==> config.mk <==
export PLATFORM = sky130hd
export DESIGN_NAME = round_ctrl_flat
export DESIGN_NICKNAME = d
export VERILOG_FILES = /design/src/rtl/round_ctrl_pkg.sv /design/src/rtl/round_ctrl_if.sv /design/src/rtl/round_ctrl_frame_sec_timer.sv /design/src/rtl/round_ctrl.sv /design/src/flat_wrapper.sv
export SDC_FILE = /design/constraint.sdc
export NUM_CORES = 1
export LEC_CHECK = 0
export BUFFER_PORTS_ARGS = -buffer_cell sky130_fd_sc_hd__buf_2
export CAP_MARGIN = 40
export CORE_MARGIN = 4
export CORE_UTILIZATION = 55
export CTS_CLUSTER_SIZE = 28
export DETAILED_ROUTE_END_ITERATION = 6
export GPL_TIMING_DRIVEN = 0
export PLACE_DENSITY = 0.79
export SYNTH_ARGS = -nofsm -noshare
export SYNTH_HDL_FRONTEND = slang
export SYNTH_HIERARCHICAL = 1
export SYNTH_SLANG_ARGS = --single-unit
==> constraint.sdc <==
create_clock -name clk -period 5.05 [get_ports clk]
set_clock_uncertainty 0.2 [all_clocks]
set_input_delay 0.2525 -clock clk [delete_from_list [all_inputs] [get_ports clk]]
set_output_delay 0.2525 -clock clk [all_outputs]
set_load 0.01 [all_outputs]
==> src/rtl/round_ctrl_pkg.sv <==
// Shared encodings for the round sequencer: state codes, winner codes and
// the widths the HUD sees. Imported by the interface, the top and the bench.
package round_pkg;

    localparam int TIMER_W = 7;
    localparam int WINS_W  = 2;

    localparam logic [2:0] ST_IDLE       = 3'd0;
    localparam logic [2:0] ST_ROUND_INIT = 3'd1;
    localparam logic [2:0] ST_COUNTDOWN  = 3'd2;
    localparam logic [2:0] ST_FIGHT      = 3'd3;
    localparam logic [2:0] ST_KO         = 3'd4;
    localparam logic [2:0] ST_MATCH_OVER = 3'd5;

    typedef enum logic [2:0] {
        IDLE       = ST_IDLE,
        ROUND_INIT = ST_ROUND_INIT,
        COUNTDOWN  = ST_COUNTDOWN,
        FIGHT      = ST_FIGHT,
        KO         = ST_KO,
        MATCH_OVER = ST_MATCH_OVER
    } state_t;

    localparam logic [1:0] WIN_NONE = 2'd0;
    localparam logic [1:0] WIN_P1   = 2'd1;
    localparam logic [1:0] WIN_P2   = 2'd2;
    localparam logic [1:0] WIN_DRAW = 2'd3;

    // Win counters stick at their maximum instead of wrapping.
    function automatic logic [WINS_W-1:0] sat_inc(input logic [WINS_W-1:0] v);
        return (v == '1) ? v : v + 1'b1;
    endfunction

endpackage

==> src/rtl/round_ctrl_if.sv <==
// Game-side bus of the round sequencer: frame tick, start button and HP in,
// HUD/movement control out. master = game logic, slave = round_ctrl.
interface round_ctrl_if #(
    parameter int HP_W = 7
);
    import round_pkg::*;

    logic                frame_tick;
    logic                start_btn;
    logic [HP_W-1:0]     p1_hp;
    logic [HP_W-1:0]     p2_hp;
    logic                move_enable;
    logic                round_reset;
    logic [2:0]          state;
    logic [TIMER_W-1:0]  timer_sec;
    logic [WINS_W-1:0]   p1_wins;
    logic [WINS_W-1:0]   p2_wins;
    logic [1:0]          round_winner;
    logic                match_over;

    modport master (
        output frame_tick, start_btn, p1_hp, p2_hp,
        input  move_enable, round_reset, state, timer_sec,
               p1_wins, p2_wins, round_winner, match_over
    );

    modport slave (
        input  frame_tick, start_btn, p1_hp, p2_hp,
        output move_enable, round_reset, state, timer_sec,
               p1_wins, p2_wins, round_winner, match_over
    );

endinterface

==> src/rtl/round_ctrl_frame_sec_timer.sv <==
// Loadable seconds/frames down-counter. Each enabled tick consumes one frame;
// when the frame count wraps, one second is taken off. expire flags the tick
// that takes the seconds count from 1 to 0.
module frame_sec_timer #(
    parameter int FPS   = 60,
    parameter int SEC_W = 7
) (
    input  logic             clk,
    input  logic             reset,
    input  logic             load,
    input  logic [SEC_W-1:0] load_sec,
    input  logic             tick,
    output logic [SEC_W-1:0] sec,
    output logic             expire
);

    localparam int FRM_W = (FPS > 1) ? $clog2(FPS) : 1;
    localparam logic [FRM_W-1:0] FRM_MAX = FRM_W'(FPS - 1);

    logic [FRM_W-1:0] frm;

    // Depends only on tick and the counter flops, so a load driven from it
    // does not form a loop.
    assign expire = tick && (frm == '0) && (sec == SEC_W'(1));

    // Load wins over tick; seconds never wrap below zero.
    always_ff @(posedge clk) begin
        if (reset) begin
            sec <= '0;
            frm <= '0;
        end else if (load) begin
            sec <= load_sec;
            frm <= FRM_MAX;
        end else if (tick) begin
            if (frm == '0) begin
                frm <= FRM_MAX;
                if (sec != '0) sec <= sec - 1'b1;
            end else begin
                frm <= frm - 1'b1;
            end
        end
    end

endmodule

==> src/rtl/round_ctrl.sv <==
// Match/round sequencer for the fighter game. Counts frames via frame_tick,
// gates player movement, pulses round_reset and keeps round/match score.
// Build option: ROUND_CTRL_TIMEOUT_EN enables the fight round timer and the
// timeout decision; without it a round ends only on HP=0.
module round_ctrl
    import round_pkg::*;
#(
    parameter int FPS           = 60,
    parameter int COUNTDOWN_SEC = 3,
    parameter int ROUND_SEC     = 99,
    parameter int KO_HOLD_SEC   = 2,
    parameter int WINS_TO_MATCH = 2,
    parameter int HP_W          = 7
) (
    input  logic         clk,
    input  logic         reset,
    round_ctrl_if.slave  bus
);

    localparam int HOLD_FRAMES = KO_HOLD_SEC * FPS;
    localparam int HOLD_W      = (HOLD_FRAMES > 0) ? $clog2(HOLD_FRAMES + 1) : 1;
    localparam logic [HOLD_W-1:0]  HOLD_LOAD  = HOLD_W'(HOLD_FRAMES);
    localparam logic [WINS_W-1:0]  WINS_NEED  = WINS_W'(WINS_TO_MATCH);
    localparam logic [TIMER_W-1:0] CD_LOAD    = TIMER_W'(COUNTDOWN_SEC);
    localparam logic [TIMER_W-1:0] FIGHT_LOAD = TIMER_W'(ROUND_SEC);

    state_t              st;
    logic                start_prev;
    logic                start_edge;
    logic                move_en_q;
    logic                round_reset_q;
    logic                match_over_q;
    logic [WINS_W-1:0]   p1_wins_q;
    logic [WINS_W-1:0]   p2_wins_q;
    logic [1:0]          winner_q;
    logic [HOLD_W-1:0]   hold;
    logic [HP_W-1:0]     p1_hp;
    logic [HP_W-1:0]     p2_hp;

    logic                tmr_load;
    logic                tmr_tick;
    logic                tmr_expire;
    logic [TIMER_W-1:0]  tmr_load_sec;
    logic [TIMER_W-1:0]  timer_sec;

    logic                end_hit;
    logic [1:0]          end_code;

    assign p1_hp      = bus.p1_hp;
    assign p2_hp      = bus.p2_hp;
    assign start_edge = bus.start_btn && !start_prev;

    // Countdown is loaded in ROUND_INIT, the fight time on the last countdown tick.
    always_comb begin
        tmr_load     = (st == ROUND_INIT) || ((st == COUNTDOWN) && tmr_expire);
        tmr_load_sec = (st == ROUND_INIT) ? CD_LOAD : FIGHT_LOAD;
`ifdef ROUND_CTRL_TIMEOUT_EN
        tmr_tick     = bus.frame_tick && ((st == COUNTDOWN) || (st == FIGHT));
`else
        tmr_tick     = bus.frame_tick && (st == COUNTDOWN);
`endif
    end

    frame_sec_timer #(
        .FPS   (FPS),
        .SEC_W (TIMER_W)
    ) u_timer (
        .clk      (clk),
        .reset    (reset),
        .load     (tmr_load),
        .load_sec (tmr_load_sec),
        .tick     (tmr_tick),
        .sec      (timer_sec),
        .expire   (tmr_expire)
    );

    // Round end decision, evaluated only on frame ticks; KO outranks timeout.
    always_comb begin
        end_hit  = 1'b0;
        end_code = WIN_NONE;
        if ((st == FIGHT) && bus.frame_tick) begin
            if ((p1_hp == '0) && (p2_hp == '0)) begin
                end_hit  = 1'b1;
                end_code = WIN_DRAW;
            end else if (p1_hp == '0) begin
                end_hit  = 1'b1;
                end_code = WIN_P2;
            end else if (p2_hp == '0) begin
                end_hit  = 1'b1;
                end_code = WIN_P1;
            end
`ifdef ROUND_CTRL_TIMEOUT_EN
            else if (tmr_expire) begin
                end_hit  = 1'b1;
                end_code = (p1_hp > p2_hp) ? WIN_P1 :
                           (p2_hp > p1_hp) ? WIN_P2 : WIN_DRAW;
            end
`endif
        end
    end

    // Sequencer FSM with registered control and score outputs.
    always_ff @(posedge clk) begin
        if (reset) begin
            st            <= IDLE;
            start_prev    <= 1'b0;
            move_en_q     <= 1'b0;
            round_reset_q <= 1'b0;
            match_over_q  <= 1'b0;
            p1_wins_q     <= '0;
            p2_wins_q     <= '0;
            winner_q      <= WIN_NONE;
            hold          <= '0;
        end else begin
            start_prev    <= bus.start_btn;
            round_reset_q <= 1'b0;
            case (st)
                IDLE: begin
                    p1_wins_q <= '0;
                    p2_wins_q <= '0;
                    winner_q  <= WIN_NONE;
                    if (start_edge) begin
                        st            <= ROUND_INIT;
                        round_reset_q <= 1'b1;
                    end
                end
                ROUND_INIT: st <= COUNTDOWN;
                COUNTDOWN: begin
                    if (tmr_expire) begin
                        st        <= FIGHT;
                        move_en_q <= 1'b1;
                    end
                end
                FIGHT: begin
                    if (end_hit) begin
                        st        <= KO;
                        move_en_q <= 1'b0;
                        winner_q  <= end_code;
                        hold      <= HOLD_LOAD;
                        if (end_code == WIN_P1) p1_wins_q <= sat_inc(p1_wins_q);
                        if (end_code == WIN_P2) p2_wins_q <= sat_inc(p2_wins_q);
                    end
                end
                KO: begin
                    if (bus.frame_tick) begin
                        if (hold <= HOLD_W'(1)) begin
                            if ((p1_wins_q >= WINS_NEED) || (p2_wins_q >= WINS_NEED)) begin
                                st           <= MATCH_OVER;
                                match_over_q <= 1'b1;
                            end else begin
                                st            <= ROUND_INIT;
                                round_reset_q <= 1'b1;
                            end
                        end else begin
                            hold <= hold - 1'b1;
                        end
                    end
                end
                MATCH_OVER: begin
                    if (start_edge) begin
                        st            <= ROUND_INIT;
                        round_reset_q <= 1'b1;
                        match_over_q  <= 1'b0;
                        p1_wins_q     <= '0;
                        p2_wins_q     <= '0;
                    end
                end
                default: st <= IDLE;
            endcase
        end
    end

    assign bus.state        = st;
    assign bus.move_enable  = move_en_q;
    assign bus.round_reset  = round_reset_q;
    assign bus.timer_sec    = timer_sec;
    assign bus.p1_wins      = p1_wins_q;
    assign bus.p2_wins      = p2_wins_q;
    assign bus.round_winner = winner_q;
    assign bus.match_over   = match_over_q;

endmodule

==> src/flat_wrapper.sv <==
// flat-port wrapper written by rule: the top's interface ports become plain ports
module round_ctrl_flat import round_pkg::*;
#(
    parameter int FPS           = 60,
    parameter int COUNTDOWN_SEC = 3,
    parameter int ROUND_SEC     = 99,
    parameter int KO_HOLD_SEC   = 2,
    parameter int WINS_TO_MATCH = 2,
    parameter int HP_W          = 7
)
  (clk, reset, bus_frame_tick, bus_start_btn, bus_p1_hp, bus_p2_hp, bus_move_enable, bus_round_reset, bus_state, bus_timer_sec, bus_p1_wins, bus_p2_wins, bus_round_winner, bus_match_over);
  round_ctrl_if #(.HP_W(HP_W)) bus_i ();
  input  logic clk;
  input  logic reset;
  input wire logic [$bits(bus_i.frame_tick)-1:0] bus_frame_tick;
  input wire logic [$bits(bus_i.start_btn)-1:0] bus_start_btn;
  input wire logic [$bits(bus_i.p1_hp)-1:0] bus_p1_hp;
  input wire logic [$bits(bus_i.p2_hp)-1:0] bus_p2_hp;
  output wire logic [$bits(bus_i.move_enable)-1:0] bus_move_enable;
  output wire logic [$bits(bus_i.round_reset)-1:0] bus_round_reset;
  output wire logic [$bits(bus_i.state)-1:0] bus_state;
  output wire logic [$bits(bus_i.timer_sec)-1:0] bus_timer_sec;
  output wire logic [$bits(bus_i.p1_wins)-1:0] bus_p1_wins;
  output wire logic [$bits(bus_i.p2_wins)-1:0] bus_p2_wins;
  output wire logic [$bits(bus_i.round_winner)-1:0] bus_round_winner;
  output wire logic [$bits(bus_i.match_over)-1:0] bus_match_over;
  assign bus_i.frame_tick = bus_frame_tick;
  assign bus_i.start_btn = bus_start_btn;
  assign bus_i.p1_hp = bus_p1_hp;
  assign bus_i.p2_hp = bus_p2_hp;
  assign bus_move_enable = bus_i.move_enable;
  assign bus_round_reset = bus_i.round_reset;
  assign bus_state = bus_i.state;
  assign bus_timer_sec = bus_i.timer_sec;
  assign bus_p1_wins = bus_i.p1_wins;
  assign bus_p2_wins = bus_i.p2_wins;
  assign bus_round_winner = bus_i.round_winner;
  assign bus_match_over = bus_i.match_over;
  round_ctrl #(.FPS(FPS), .COUNTDOWN_SEC(COUNTDOWN_SEC), .ROUND_SEC(ROUND_SEC), .KO_HOLD_SEC(KO_HOLD_SEC), .WINS_TO_MATCH(WINS_TO_MATCH), .HP_W(HP_W)) u_core (.clk(clk), .reset(reset), .bus(bus_i));
endmodule
==> flow_summary.ini <==
[status]
outcome = finished, final reports clean

[clock_network]
cts_max_level = 2
cts_tree = done
cts_resized = 0
clockBufferDepth = 2
cts_root_buf = clkbuf_8
cts_setup_buffers = 0
clock_sinks = 33
cts_buffers = 5
clock_latency_ns = 0.28
ctsHoldBuffers = 0
worst_setup_hold_path_clk_slew_ns = 0.07

[cells_and_area]
layout.cells.non_filler = 339
fin_nets = 319
fin_util_pct = 65.8
n_antenna_cell = 0
fin_area_um2 = 2410
drive_gt1_share_pct = 22.3
synthToLayoutAreaGrowth_pct = 16.1
fillers = 314

[detailed_routing]
drc = 0
num_vias = 1977
firstDrtPassIters = 4
ant_nets = 0
wl_mm = 4.75
routedWlPerCell_um = 14.0
first_iter_violations = 132
vias_per_cell = 5.83

[placement]
place_hpwl_mm = 3.63
dpl.cell_count = 331
globalplace.congestion = 0.861
placed_cell_area_um2 = 2330
port_buffers = 36

[grt]
grtUsageTotal_pct = 20.1
antenna_found_initial = 0
grt_pass1_vias = 1865
grt_overflow_total = 0
grt_pass1_wl_mm = 8.05
grt_max_degree = 12

[yosys]
syn_area_um2 = 2070
synth.distinct_cells = 61
netlist_instances = 244
synth_top_cell_by_area = dfxtp_1
async_flop_share_pct = 0
yosys_register_bits = 33
netlist.area_leader.share_pct = 31.8
synth_edf_count = 0
ys_warn_count = 6
syn_avg_cell_area_um2 = 8.50
synthTopCellsByArea = dfxtp_1 32%, ha_1 6.6%, a21oi_1 4.6%, nor2_1 4.5%, nor3_1 3.1%
synthFlopType = dfxtp_1
synth_seq_area_share_pct = 31.8

[worst_setup_path]
r2r-end = u_core/u_timer/sec[2]
critical_path_peak_fanout = 10
crit-reg2reg-launch = u_core/bus.state[0]
cp-end-kind = flip-flop
rrSetupSlack_ns = 1.50
startpoint_type = flip-flop
reg2reg_depth = 14
crit_path_start = u_core/bus.state[0]
crit_arrival_ns = 3.53
worst-setup-path-type = flip-flop to flip-flop
crit_required_ns = 5.02
crit_end = u_core/u_timer/sec[2]

[timing]
slew_violations = 0
hold_ws_ns = 0.0453
slew_headroom_pct = 59.6
post-route-period-util_pct = 70.4
rsz0062_at_grt = no
fmax_mhz = 281
period_minus_slack_ns = 3.55
hold_violations = 0
tns_ns = 0
tightest_slew_ns = 0.600
setup-violations-final = 0

[job]
maxCapViolCount = 0

[pwr]
power_per_cell_area_nw_per_um2 = 472
peakVddDrop_mv = 0.283
p_leak_nw = 0.981

[worst_hold_path]
hp-class = input pin to flip-flop

[die]
core_um2 = 3660
placementRows = 22
start_util_pct = 56.7
die_height_um = 69.4
fp.dieW_um = 69.4
die_area_um2 = 4820
ios = 37
==> critical path: stages, from the launching register on <==
cell and delay (ns):
dfxtp_1 0.32, buf_6 0.13, clkbuf_1 0.21, and3b_1 0.26, clkbuf_1 0.34, nand3b_4 0.17
nor3b_4 0.28, and4_2 0.28, nor2b_1 0.18, mux2i_1 0.09, nor2_1 0.09, buf_2 0.22
buf_1 0.41, a21oi_1 0.12, o21a_1 0.13
==> worst min path at each step <==
stage                     startpoint                     to  slack [ns]  cells past startpoint
2_1_floorplan                  reset         u_core/hold[1]        0.14                      1
3_3_place_gp   u_core/bus.match_over  u_core/bus.match_over        0.26                      2
3_5_place_dp   u_core/bus.match_over  u_core/bus.match_over        0.27                      2
4_1_cts                bus_start_btn      u_core/start_prev        0.04                      2
5_1_grt                bus_start_btn      u_core/start_prev        0.05                      2
6_report               bus_start_btn      u_core/start_prev        0.05                      2
==> kinds of logic (layout without fill, tap and decap cells) <==
group / Yosys count / in the layout / synth area share (%)
simple gates: 98 / 98 / 29.1
compound gates: 57 / 57 / 19.5
flops: 33 / 33 / 31.8
buf+inv: 27 / 71 / 5.67
xor+xnor: 13 / 13 / 5.49
fa+ha+maj: 11 / 11 / 6.63
mux: 3 / 3 / 1.45
other cells: 2 / 5 / 0.362
==> sequential cells by signal (all words and copies together), names as in the netlist <==
register / cells
u_core/bus.match_over: 1
u_core/bus.move_enable: 1
u_core/bus.p1_wins: 2
u_core/bus.p2_wins: 2
u_core/bus.round_reset: 1
u_core/bus.round_winner: 2
u_core/bus.state: 3
u_core/hold: 7
u_core/start_prev: 1
u_core/u_timer/frm: 6
u_core/u_timer/sec: 7
==> synth_stat cells, drive strengths merged, types with 2 or more instances <==
library cell / number
o21ai: 8
nor3: 14
dfxtp: 33
nand4b: 3
clkbuf: 7
or3: 5
nor2: 25
inv: 16
a211oi: 4
mux2i: 3
o21a: 3
ha: 11
a21oi: 19
buf: 4
a31oi: 6
or4: 4
a32oi: 2
nand3b: 2
nand2b: 6
xor2: 7
nor3b: 2
conb: 2
o221ai: 2
a2111oi: 2
nor2b: 4
nor4: 9
nand3: 5
xnor2: 6
nand2: 6
nand4: 2
and3: 3
and3b: 2
==> cell type report <==
type	instances	area, µm²	share of cell area (%)
multi-input combinational	187	1310	54.3
sequential	33	661	27.4
timing repair buffer	36	180	7.48
clock buffer	6	72.6	3.01
inverter	16	60.1	2.49
tap	48	60.1	2.49
buffer	11	57.6	2.39
clock inverter	2	10.0	0.416
==> placed cells by master (no fill, tap or decap), types with 3 or more instances in the layout <==
cell type  Yosys  final
nor3_1        13     13
or3_1          5      5
o21a_1         3      3
xnor2_1        6      6
ha_1          11     11
a21oi_1       19     19
nand2_1        6      6
nor2_1        25     25
a31oi_1        6      6
inv_1         16     16
xor2_1         7      7
clkbuf_8       0      5
dfxtp_1       33     33
clkbuf_1       7      8
nor4_1         7      7
o21ai_0        6      6
conb_1         2      5
nand3_1        5      5
nand4b_1       3      3
mux2i_1        3      3
nand2b_1       6      6
nor2b_1        4      4
buf_2          1     37
==> per-layer routing <==
| metal | share of wire [%] | vias up | GRT usage, % |
|---|---|---|---|
| li1 | - | 973 | - |
| met1 | 42 | 927 | 22.9 |
| met2 | 51 | 75 | 36.2 |
| met3 | 7.2 | 2 | 5.51 |
| met4 | 0.63 | 0 | 6.29 |
| met5 | 0 | - | 0 |
==> through the flow <==
step                      worst slack, ns  power [W]
after global placement               1.53   0.000934
after floorplan                      1.93   0.000813
after detailed placement             1.49   0.000946
after CTS                            1.46    0.00114
final                                1.50    0.00114
after global routing                 1.19    0.00122
==> power by group <==
part | switching [W] | internal [W]
Combinational | 0.000321 | 0.000246
Clock | 0.0000971 | 0.0000955
Sequential | 0.0000613 | 0.000317
(Power assumes the default switching activity.)
